--- config.mk ---
export PLATFORM = sky130hd
export DESIGN_NAME = gsim_row_fetcher
export DESIGN_NICKNAME = d
export VERILOG_FILES = /design/src/rtl/gsim_pkg.sv /design/src/rtl/gsim_sync_fifo.sv /design/src/rtl/gsim_row_fetcher.sv
export SDC_FILE = /design/constraint.sdc
export NUM_CORES = 1
export LEC_CHECK = 0
export ABC_AREA = 1
export BUFFER_PORTS_ARGS = -buffer_cell sky130_fd_sc_hd__buf_2
export CORE_ASPECT_RATIO = 1.75
export CORE_MARGIN = 1.5
export CORE_UTILIZATION = 55
export DETAILED_ROUTE_END_ITERATION = 16
export GPL_TIMING_DRIVEN = 0
export PLACE_DENSITY = 0.75
export SLEW_MARGIN = 10
export SYNTH_ARGS = -nofsm -noshare
export SYNTH_HDL_FRONTEND = slang
export SYNTH_SLANG_ARGS = --single-unit
--- constraint.sdc ---
create_clock -name i_clk -period 17.1 [get_ports i_clk]
set_clock_uncertainty 0.15 [all_clocks]
set_input_delay 1.71 -clock i_clk [delete_from_list [all_inputs] [get_ports i_clk]]
set_output_delay 1.71 -clock i_clk [all_outputs]
set_load 0.1 [all_outputs]
--- src/rtl/gsim_pkg.sv ---
// Shared constants, state encoding and row tag for the Gauss-Seidel row fetch path.
package gsim_pkg;
    localparam int ROW_W      = 256;
    localparam int ADDR_W     = 10;
    localparam int MAT_STRIDE = 17;
    localparam int B_OFFSET   = 16;

    typedef enum logic [1:0] {
        S_IDLE,
        S_RUN,
        S_DRAIN,
        S_DONE
    } state_t;

    typedef struct packed {
        logic [4:0] mat;
        logic [3:0] iter;
        logic [3:0] idx;
        logic       is_b;
    } row_tag_t;

    localparam int TAG_W = $bits(row_tag_t);

    function automatic logic [ADDR_W-1:0] row_addr(input logic [4:0] mat, input logic is_b,
                                                   input logic [3:0] idx);
        logic [ADDR_W-1:0] offset;
        offset = is_b ? ADDR_W'(B_OFFSET) : ADDR_W'(idx);
        return ADDR_W'(mat) * ADDR_W'(MAT_STRIDE) + offset;
    endfunction
endpackage

--- src/rtl/gsim_sync_fifo.sv ---
// Synchronous first-word-fall-through FIFO; the head is visible once count is non-zero.
module gsim_sync_fifo #(
    parameter int DATA_W = 8,
    parameter int DEPTH  = 4
) (
    input  logic                   clk,
    input  logic                   reset,
    input  logic                   push,
    input  logic                   pop,
    input  logic [DATA_W-1:0]      wdata,
    output logic [DATA_W-1:0]      rdata,
    output logic [$clog2(DEPTH):0] count
);
    localparam int PTR_W = $clog2(DEPTH);
    localparam int CNT_W = PTR_W + 1;

    logic [DATA_W-1:0] mem [DEPTH];
    logic [PTR_W-1:0]  wr_ptr, rd_ptr;
    logic              do_push, do_pop;

    // A push at full is only taken when the head leaves in the same cycle.
    assign do_pop  = pop && (count != '0);
    assign do_push = push && ((count != CNT_W'(DEPTH)) || do_pop);
    assign rdata   = mem[rd_ptr];

    always_ff @(posedge clk or posedge reset) begin
        if (reset) begin
            wr_ptr <= '0;
            rd_ptr <= '0;
            count  <= '0;
        end else begin
            if (do_push) wr_ptr <= wr_ptr + PTR_W'(1);
            if (do_pop)  rd_ptr <= rd_ptr + PTR_W'(1);
            count <= count + CNT_W'(do_push) - CNT_W'(do_pop);
        end
    end

    always_ff @(posedge clk) begin
        if (do_push) mem[wr_ptr] <= wdata;
    end
endmodule

--- src/rtl/gsim_row_fetcher.sv ---
// Issues the b row then NITER passes of ROWS rows per matrix under credit control and
// buffers the in-order returns with their tags for the compute engine.
module gsim_row_fetcher
    import gsim_pkg::*;
#(
    parameter int DEPTH = 4,
    parameter int NITER = 16,
    parameter int ROWS  = 16
) (
    input  logic              i_clk,
    input  logic              i_reset,
    input  logic              i_start,
    input  logic [4:0]        i_matrix_num,
    output logic              o_busy,
    output logic              o_done,
    output logic              o_mem_rreq,
    output logic [ADDR_W-1:0] o_mem_addr,
    input  logic              i_mem_rrdy,
    input  logic [ROW_W-1:0]  i_mem_dout,
    input  logic              i_mem_dout_vld,
    output logic              o_row_vld,
    input  logic              i_row_rdy,
    output logic [ROW_W-1:0]  o_row_data,
    output logic [4:0]        o_row_mat,
    output logic [3:0]        o_row_iter,
    output logic [3:0]        o_row_idx,
    output logic              o_row_is_b
);
    localparam int CNT_W = $clog2(DEPTH) + 1;

    state_t                    state, state_nx;
    logic [4:0]                num_mat, cur_mat;
    logic [3:0]                cur_iter, cur_idx;
    logic                      cur_is_b, all_issued;
    logic [CNT_W-1:0]          credits, credits_nx, tag_count, row_count;
    logic                      rreq;
    logic [ADDR_W-1:0]         addr;
    row_tag_t                  req_tag, ret_tag, head_tag;
    logic [ROW_W-1:0]          head_data;
    logic [TAG_W+ROW_W-1:0]    row_rdata;
    logic                      accept, ret, row_vld, pop, load;

    assign accept     = rreq && i_mem_rrdy;
    assign ret        = i_mem_dout_vld && (state == S_RUN || state == S_DRAIN);
    assign row_vld    = (row_count != '0);
    assign pop        = row_vld && i_row_rdy;
    assign credits_nx = credits - CNT_W'(accept) + CNT_W'(pop);
    // A new request reserves a credit when raised, so it can wait on rrdy safely.
    assign load       = (state == S_RUN) && !all_issued && (!rreq || accept) && (credits_nx != '0);

    always_comb begin
        state_nx = state;
        case (state)
            S_IDLE:  if (i_start) state_nx = (i_matrix_num == '0) ? S_DONE : S_RUN;
            S_RUN:   if (accept && all_issued) state_nx = S_DRAIN;
            // Full credit means nothing outstanding, nothing buffered and the last row popped.
            S_DRAIN: if (credits == CNT_W'(DEPTH) && tag_count == '0) state_nx = S_DONE;
            S_DONE:  state_nx = S_IDLE;
            default: state_nx = S_IDLE;
        endcase
    end

    always_ff @(posedge i_clk or posedge i_reset) begin
        if (i_reset) begin
            state      <= S_IDLE;
            credits    <= CNT_W'(DEPTH);
            num_mat    <= '0;
            cur_mat    <= '0;
            cur_iter   <= '0;
            cur_idx    <= '0;
            cur_is_b   <= 1'b0;
            all_issued <= 1'b0;
            rreq       <= 1'b0;
            addr       <= '0;
        end else begin
            state   <= state_nx;
            credits <= credits_nx;
            if (state == S_IDLE && i_start) begin
                num_mat    <= i_matrix_num;
                cur_mat    <= '0;
                cur_iter   <= '0;
                cur_idx    <= '0;
                cur_is_b   <= 1'b1;
                all_issued <= 1'b0;
            end
            if (load) begin
                rreq <= 1'b1;
                addr <= row_addr(cur_mat, cur_is_b, cur_idx);
                if (cur_is_b) begin
                    cur_is_b <= 1'b0;
                end else if (cur_idx == 4'(ROWS - 1)) begin
                    cur_idx <= '0;
                    if (cur_iter == 4'(NITER - 1)) begin
                        cur_iter <= '0;
                        cur_is_b <= 1'b1;
                        cur_mat  <= cur_mat + 5'd1;
                        if (cur_mat == num_mat - 5'd1) all_issued <= 1'b1;
                    end else begin
                        cur_iter <= cur_iter + 4'd1;
                    end
                end else begin
                    cur_idx <= cur_idx + 4'd1;
                end
            end else if (accept) begin
                rreq <= 1'b0;
            end
        end
    end

    always_ff @(posedge i_clk) begin
        if (load) begin
            req_tag.mat  <= cur_mat;
            req_tag.iter <= cur_is_b ? 4'd0 : cur_iter;
            req_tag.idx  <= cur_is_b ? 4'd0 : cur_idx;
            req_tag.is_b <= cur_is_b;
        end
    end

    gsim_sync_fifo #(.DATA_W(TAG_W), .DEPTH(DEPTH)) tag_fifo (
        .clk   (i_clk),
        .reset (i_reset),
        .push  (accept),
        .pop   (ret),
        .wdata (req_tag),
        .rdata (ret_tag),
        .count (tag_count)
    );

    gsim_sync_fifo #(.DATA_W(TAG_W + ROW_W), .DEPTH(DEPTH)) row_fifo (
        .clk   (i_clk),
        .reset (i_reset),
        .push  (ret),
        .pop   (pop),
        .wdata ({ret_tag, i_mem_dout}),
        .rdata (row_rdata),
        .count (row_count)
    );

    assign head_tag  = row_rdata[TAG_W+ROW_W-1:ROW_W];
    assign head_data = row_rdata[ROW_W-1:0];

    assign o_busy     = (state != S_IDLE);
    assign o_done     = (state == S_DONE);
    assign o_mem_rreq = rreq;
    assign o_mem_addr = addr;
    assign o_row_vld  = row_vld;
    assign o_row_data = row_vld ? head_data : '0;
    assign o_row_mat  = row_vld ? head_tag.mat : '0;
    assign o_row_iter = row_vld ? head_tag.iter : '0;
    assign o_row_idx  = row_vld ? head_tag.idx : '0;
    assign o_row_is_b = row_vld ? head_tag.is_b : 1'b0;

`ifndef SYNTHESIS
    always @(posedge i_clk) begin
        if (!i_reset) assert (!(i_mem_dout_vld && (state == S_IDLE || state == S_DONE)));
    end
`endif
endmodule

== After elaboration in Yosys (flattened, before gate mapping) ==
Memory sizes are Yosys's and may differ from the RTL's.
Cells that the tools add are included.
Storage, ports and cells
  bits in registers: 64
  memories kept: 2
  memory bits (read-only): 0
  latch bits: 0
  RAM bits: 1136
  logic and storage cells: 120
Memories
  row_fifo.mem: words 4, bits a word 270, read ports 1, clocked after memory_dff 0, write ports 1, line gsim_sync_fifo.sv:17  | logic [DATA_W-1:0] mem [DEPTH];
  tag_fifo.mem: words 4, bits a word 14, read ports 1, clocked after memory_dff 0, write ports 1, line gsim_sync_fifo.sv:17
Cells by class
  $lt $le $gt $ge: 0
  multipliers: 1
  add/sub/neg operators: 15
  divide/modulo/power cells: 0
  bitwise gates (word level): 0
  muxes and demuxes: 42
  eq/ne operators: 12
  shift operators: 0
  reductions and logical operators: 28
Operators with widths (number)
  two-way mux 256 bit: 1
  two-way mux 4 bit: 11
  two-way mux 5 bit: 7
  two-way mux 1 bit: 18
  logical AND 1 bit: 13
  adder 10 x 5 -> 10 bit: 1
  multiplier 5 x 5 -> 10 bit, second input constant: 1
  adder 3 x 1 -> 3 bit: 3
  nonzero test 3 bit: 3
  subtractor 3 x 1 -> 3 bit: 3
  adder 2 x 1 -> 2 bit, second input constant: 4
  adder 4 x 1 -> 4 bit, second input constant: 2
  == test 4 bit, second input constant: 2
  two-way mux 2 bit: 4
  one-hot mux 2 bit (4 select lines): 1
  != test 3 bit, second input constant: 2
  adder 5 x 1 -> 5 bit, second input constant: 1
  == test 5 bit: 1
  logical NOT 5 bit: 1
  subtractor 5 x 1 -> 5 bit, second input constant: 1
  == test 2 bit, second input constant: 2
  logical OR 1 bit: 4
  != test 2 x 1 -> 1 bit, second input constant: 2
  nonzero test 2 bit: 2
  7 further kinds: 8

== Longest topological paths before layout ==
  depth after elaboration: 8
  gate-level depth with buffers: 16
  gate-level depth less buffers: 14

== Cells and area by module ==
Synthesis repeated with hierarchy kept, for this count alone.
Second synthesis, totals
  cells, all modules: 4347
  area total of the unflattened synthesis: 50080.5 sq um
Modules (own cells, without submodules)
  gsim_sync_fifo at row_fifo: area each 42152.9 sq um, times used 1, sequential area each 32606.3 sq um, cells an instance 3209
  gsim_row_fetcher: area each 5193.7 sq um, times used 1, sequential area each 1322.5 sq um, cells an instance 918
  gsim_sync_fifo at tag_fifo: area each 2733.9 sq um, times used 1, sequential area each 1856.8 sq um, cells an instance 220

== Worst setup path after synthesis ==
OpenSTA, ideal clock, no wires.
  kind: in2reg
  from: in i_row_rdy
  to: mem row_fifo.mem[0][0] (netlist bit), enable pin
  data arrival time: 13145 ps
  stages on the path: 4
  path buffers: 0
  library setup time: 907 ps
  slack: 2898 ps
  required time: 16043 ps
  cell sequence: inv_1 -> nand4_1 -> nand2_1 -> nor2_1
Between the ends
  cells in the longest elaborated chain, start to end: 6
RTL lines
  from (decl): line gsim_row_fetcher.sv:22  | input logic i_row_rdy,
  logical AND 1 bit: line gsim_row_fetcher.sv:46  | assign pop = row_vld && i_row_rdy;
  logical AND 1 bit: line gsim_sync_fifo.sv:22  | assign do_pop = pop && (count != '0);
  logical OR 1 bit: line gsim_sync_fifo.sv:23  | assign do_push = push && ((count != CNT_W'(DEPTH)) || do_pop);
  logical AND 1 bit: line gsim_sync_fifo.sv:23
  two-way mux 1 bit: line gsim_sync_fifo.sv:39  | if (do_push) mem[wr_ptr] <= wdata;
  two-way mux 1 bit (not written as such): line gsim_sync_fifo.sv:39
  to (decl): line gsim_sync_fifo.sv:17
No other way between the ends.

== Worst setup path in the final report ==
  from: reg row_fifo.rd_ptr[1]
  to: out o_row_data[210]
Between the ends
  cells in the longest elaborated chain, start to end: 2
RTL lines
  from (decl): line gsim_sync_fifo.sv:18  | logic [PTR_W-1:0] wr_ptr, rd_ptr;
  from (signal assigned): line gsim_sync_fifo.sv:33  | if (do_pop) rd_ptr <= rd_ptr + PTR_W'(1);
  memory (4 x 270 bit)
  two-way mux 256 bit: line gsim_row_fetcher.sv:147  | assign o_row_data = row_vld ? head_data : '0;
  to (decl): line gsim_row_fetcher.sv:23  | output logic [ROW_W-1:0] o_row_data,
No other way between the ends.

==> metrics <==
outcome finished clean; Filler Cells Inserted 6069; syn_nets 4054; Placer Congestion 0.822; clk buf depth 3; Netlist cell types 28; gr ovfl total 0; mapped cell area 0.0472 mm²; GRT Util Overall 28.3%; endpoints failing setup 0; DRT Wirelength 127000 µm; setup bufs post-CTS 0; Row Count 142; Area growth, synth to finish 18.5%; root buffer cell clkbuf_16; max_slew headroom 14.8%; syn avg cell area 12.6 µm²; sequential area share after synthesis 75.8%; register bit total from synthesis 1200; full die area 0.0877 mm²; Hold Buf Count CTS 0; setup_tns 0 ns; startpoint types register; H-tree lvl count 3; Finished Cell Area 0.0559 mm²; WHS 0.326 ns; Max Fclk 0.181 GHz; Post-synth ARST share 4.17%; Clock Sinks 1200; WL/cell 22.5 µm; Synth top area share 73.1%; Die X 225 µm; Placeable Area 0.0853 mm²; met3 Use GR 8.66%; largest net degree at the start of global routing 27; Total Nets Final 4760; vias in the first global route 31.0k; share of layout cells above drive strength 1 19.4%; Max Transition Viols Final 0; post-detail-place hpwl 85800 µm; cells along the critical path buf_2 > inv_2 > clkbuf_1 > buf_2 > nor2_1 > o21ai_1 > a21oi_1 > buf_2; YS warnings 0; met2 Use GR 48.6%; Placed Cells 5426; initial core utilization 55.4%; Hold Crit Class register to register; Post-Syn Instances 3744; Synth top cells by count 1150 x edfxtp_1, 1149 x nor2_1, 395 x o21ai_0; buffers and inverters on the worst path 5; cell family with most CP delay buffers and inverters; CP most frequent cell buf_2; post-CTS sizing 0; Skew-Pair Late Insertion Delay 0.68 ns; M1 GR Usage 33.0%; initial antenna violation count 51; drt via density 5.64; GR peak layer met2; Post-route DRC 0; number of port buffers 550; max_cap viols 0; Multi-input gate area 0.0102 mm²; Critical Path AT 3.66 ns; non-filler cells, final 5641; CTS tree yes; cts bufs inserted 102; CP endpoint kind output pin; placement-stage cell area 0.0525 mm²; Tmin final 5.52 ns; Chip Height 391 µm; CP max-delay cell clkbuf_1; top_reg_cell synth edfxtp_1; I/O pin count 551; via count 31.8k; Detailed Routing Iterations Pass 1 6; Largest stage delay, worst path 0.97 ns; CTS clk-pin slew, worst paths 0.06 ns; leading area contributor after synthesis edfxtp_1; Final ANT Viol Nets 0; Worst EP required 15.24 ns; top-count cell post-synth edfxtp_1; first-pass GRT wire length 186000 µm; initial detailed-routing violation count 2716; Fin. Hold Viols 0; Slew @ Worst Pin 1.28 ns; unrepaired setup endpoints after global routing no; period utilization 32.3%; Crit Path Category register to output pin; number of flops mapped to enable cells by yosys 1150; crit-path max FO 10; Synth area leaders edfxtp_1 73%, nor2_1 9.1%, o21ai_0 4.2%; register area 0.0358 mm²
path summary, 6_finish.rpt:
kind / cells after the start / to / from / slack (ns)
min in group asynchronous: 2 / all_issued / i_reset / 0.95
worst min-delay path: 2 / o_mem_addr[4] / o_mem_addr[4] / 0.33
worst min register to register: 2 / o_mem_addr[4] / o_mem_addr[4] / 0.33
max in group asynchronous: 3 / credits[2] / i_reset / 15.23
worst max-delay path: 8 / o_row_data[210] / row_fifo.rd_ptr[1] / 11.58
worst max register to register: 12 / row_fifo.mem[3][181] / state[0] / 13.42
final cells by class:
| class | instances | share of cell area [%] |
|---|---|---|
| well taps | 1080 | 2.42 |
| repair buffers | 602 | 7.00 |
| clock buffers | 129 | 4.89 |
| inverters | 76 | 0.510 |
| diodes | 26 | 0.116 |
| clock inverters | 60 | 1.10 |
| multi-input cells | 2242 | 18.2 |
| flip-flops and latches | 1200 | 64.0 |
| plain buffers | 226 | 1.78 |
state kept, by name, summed over array words and instances, names as in the netlist:
register         count
row_fifo.wr_ptr      2
tag_fifo.mem        56
tag_fifo.count       3
all_issued           1
cur_mat              5
credits              3
req_tag             14
row_fifo.mem      1080
o_mem_rreq           1
tag_fifo.wr_ptr      2
cur_idx              4
cur_is_b             1
num_mat              5
row_fifo.count       3
row_fifo.rd_ptr      2
cur_iter             4
state                2
o_mem_addr          10
tag_fifo.rd_ptr      2
metal layers:
metal  vias up  wire length [µm]  share of wire (%)
met5         -               313               0.25
met4        54              4640                3.7
met3       286             12800                 10
met2      1473             63500                 50
met1     15315             45600                 36
li1      14685                 -                  -
per-stage QoR:
step                util, %  setup WS [ns]
global route           65.6          11.50
finish                 65.6          11.58
global placement       60.2          -6.44
CTS                    65.5          11.53
detailed placement     61.6          12.32
floorplan                 -           2.90
logic make-up (layout without fill, tap and decap cells):
group | count (synthesis) | in the layout | share of synthesized area [%]
adder cells (fa/ha/maj) | 43 | 43 | 1.22
buffers and inverters | 302 | 1093 | 2.72
other | 0 | 26 | 0
XOR/XNOR | 21 | 21 | 0.389
AO/OA/AOI/OAI | 886 | 886 | 9.46
flip-flops | 1200 | 1200 | 75.8
AND/OR/NAND/NOR | 1292 | 1292 | 10.4
worst reg2reg max path, stage by stage (launching register included):
cell and delay [ns]:
dfrtp_1 0.40, inv_1 0.10, ha_1 0.29, nand2_1 0.11, inv_1 0.13, nand2_1 0.29
nor2_4 0.59, buf_16 0.24, buf_16 0.19, buf_12 0.24, buf_12 0.23, buf_12 0.23
buf_16 0.21
cells in the final DEF, fill, tap and decap left out, types with 7 or more instances in the layout:
cell type and instances:
a21oi_1 274, buf_1 17, buf_12 36, buf_16 16, buf_2 655, bufinv_16 9
clkbuf_1 120, clkbuf_16 104, clkinv_1 14, clkinv_2 20, clkinvlp_4 7, dfrtp_1 49
diode_2 26, edfxtp_1 1150, ha_1 38, inv_1 73, nand2_1 100, nand3_1 30
nand4_1 8, nor2_1 1141, o21ai_0 395, o21ai_1 196, o22ai_1 16, xnor2_1 9
xor2_1 12
Power is not shown: default switching activity piles up to over one toggle a cycle in this logic, so the estimate is an artifact.
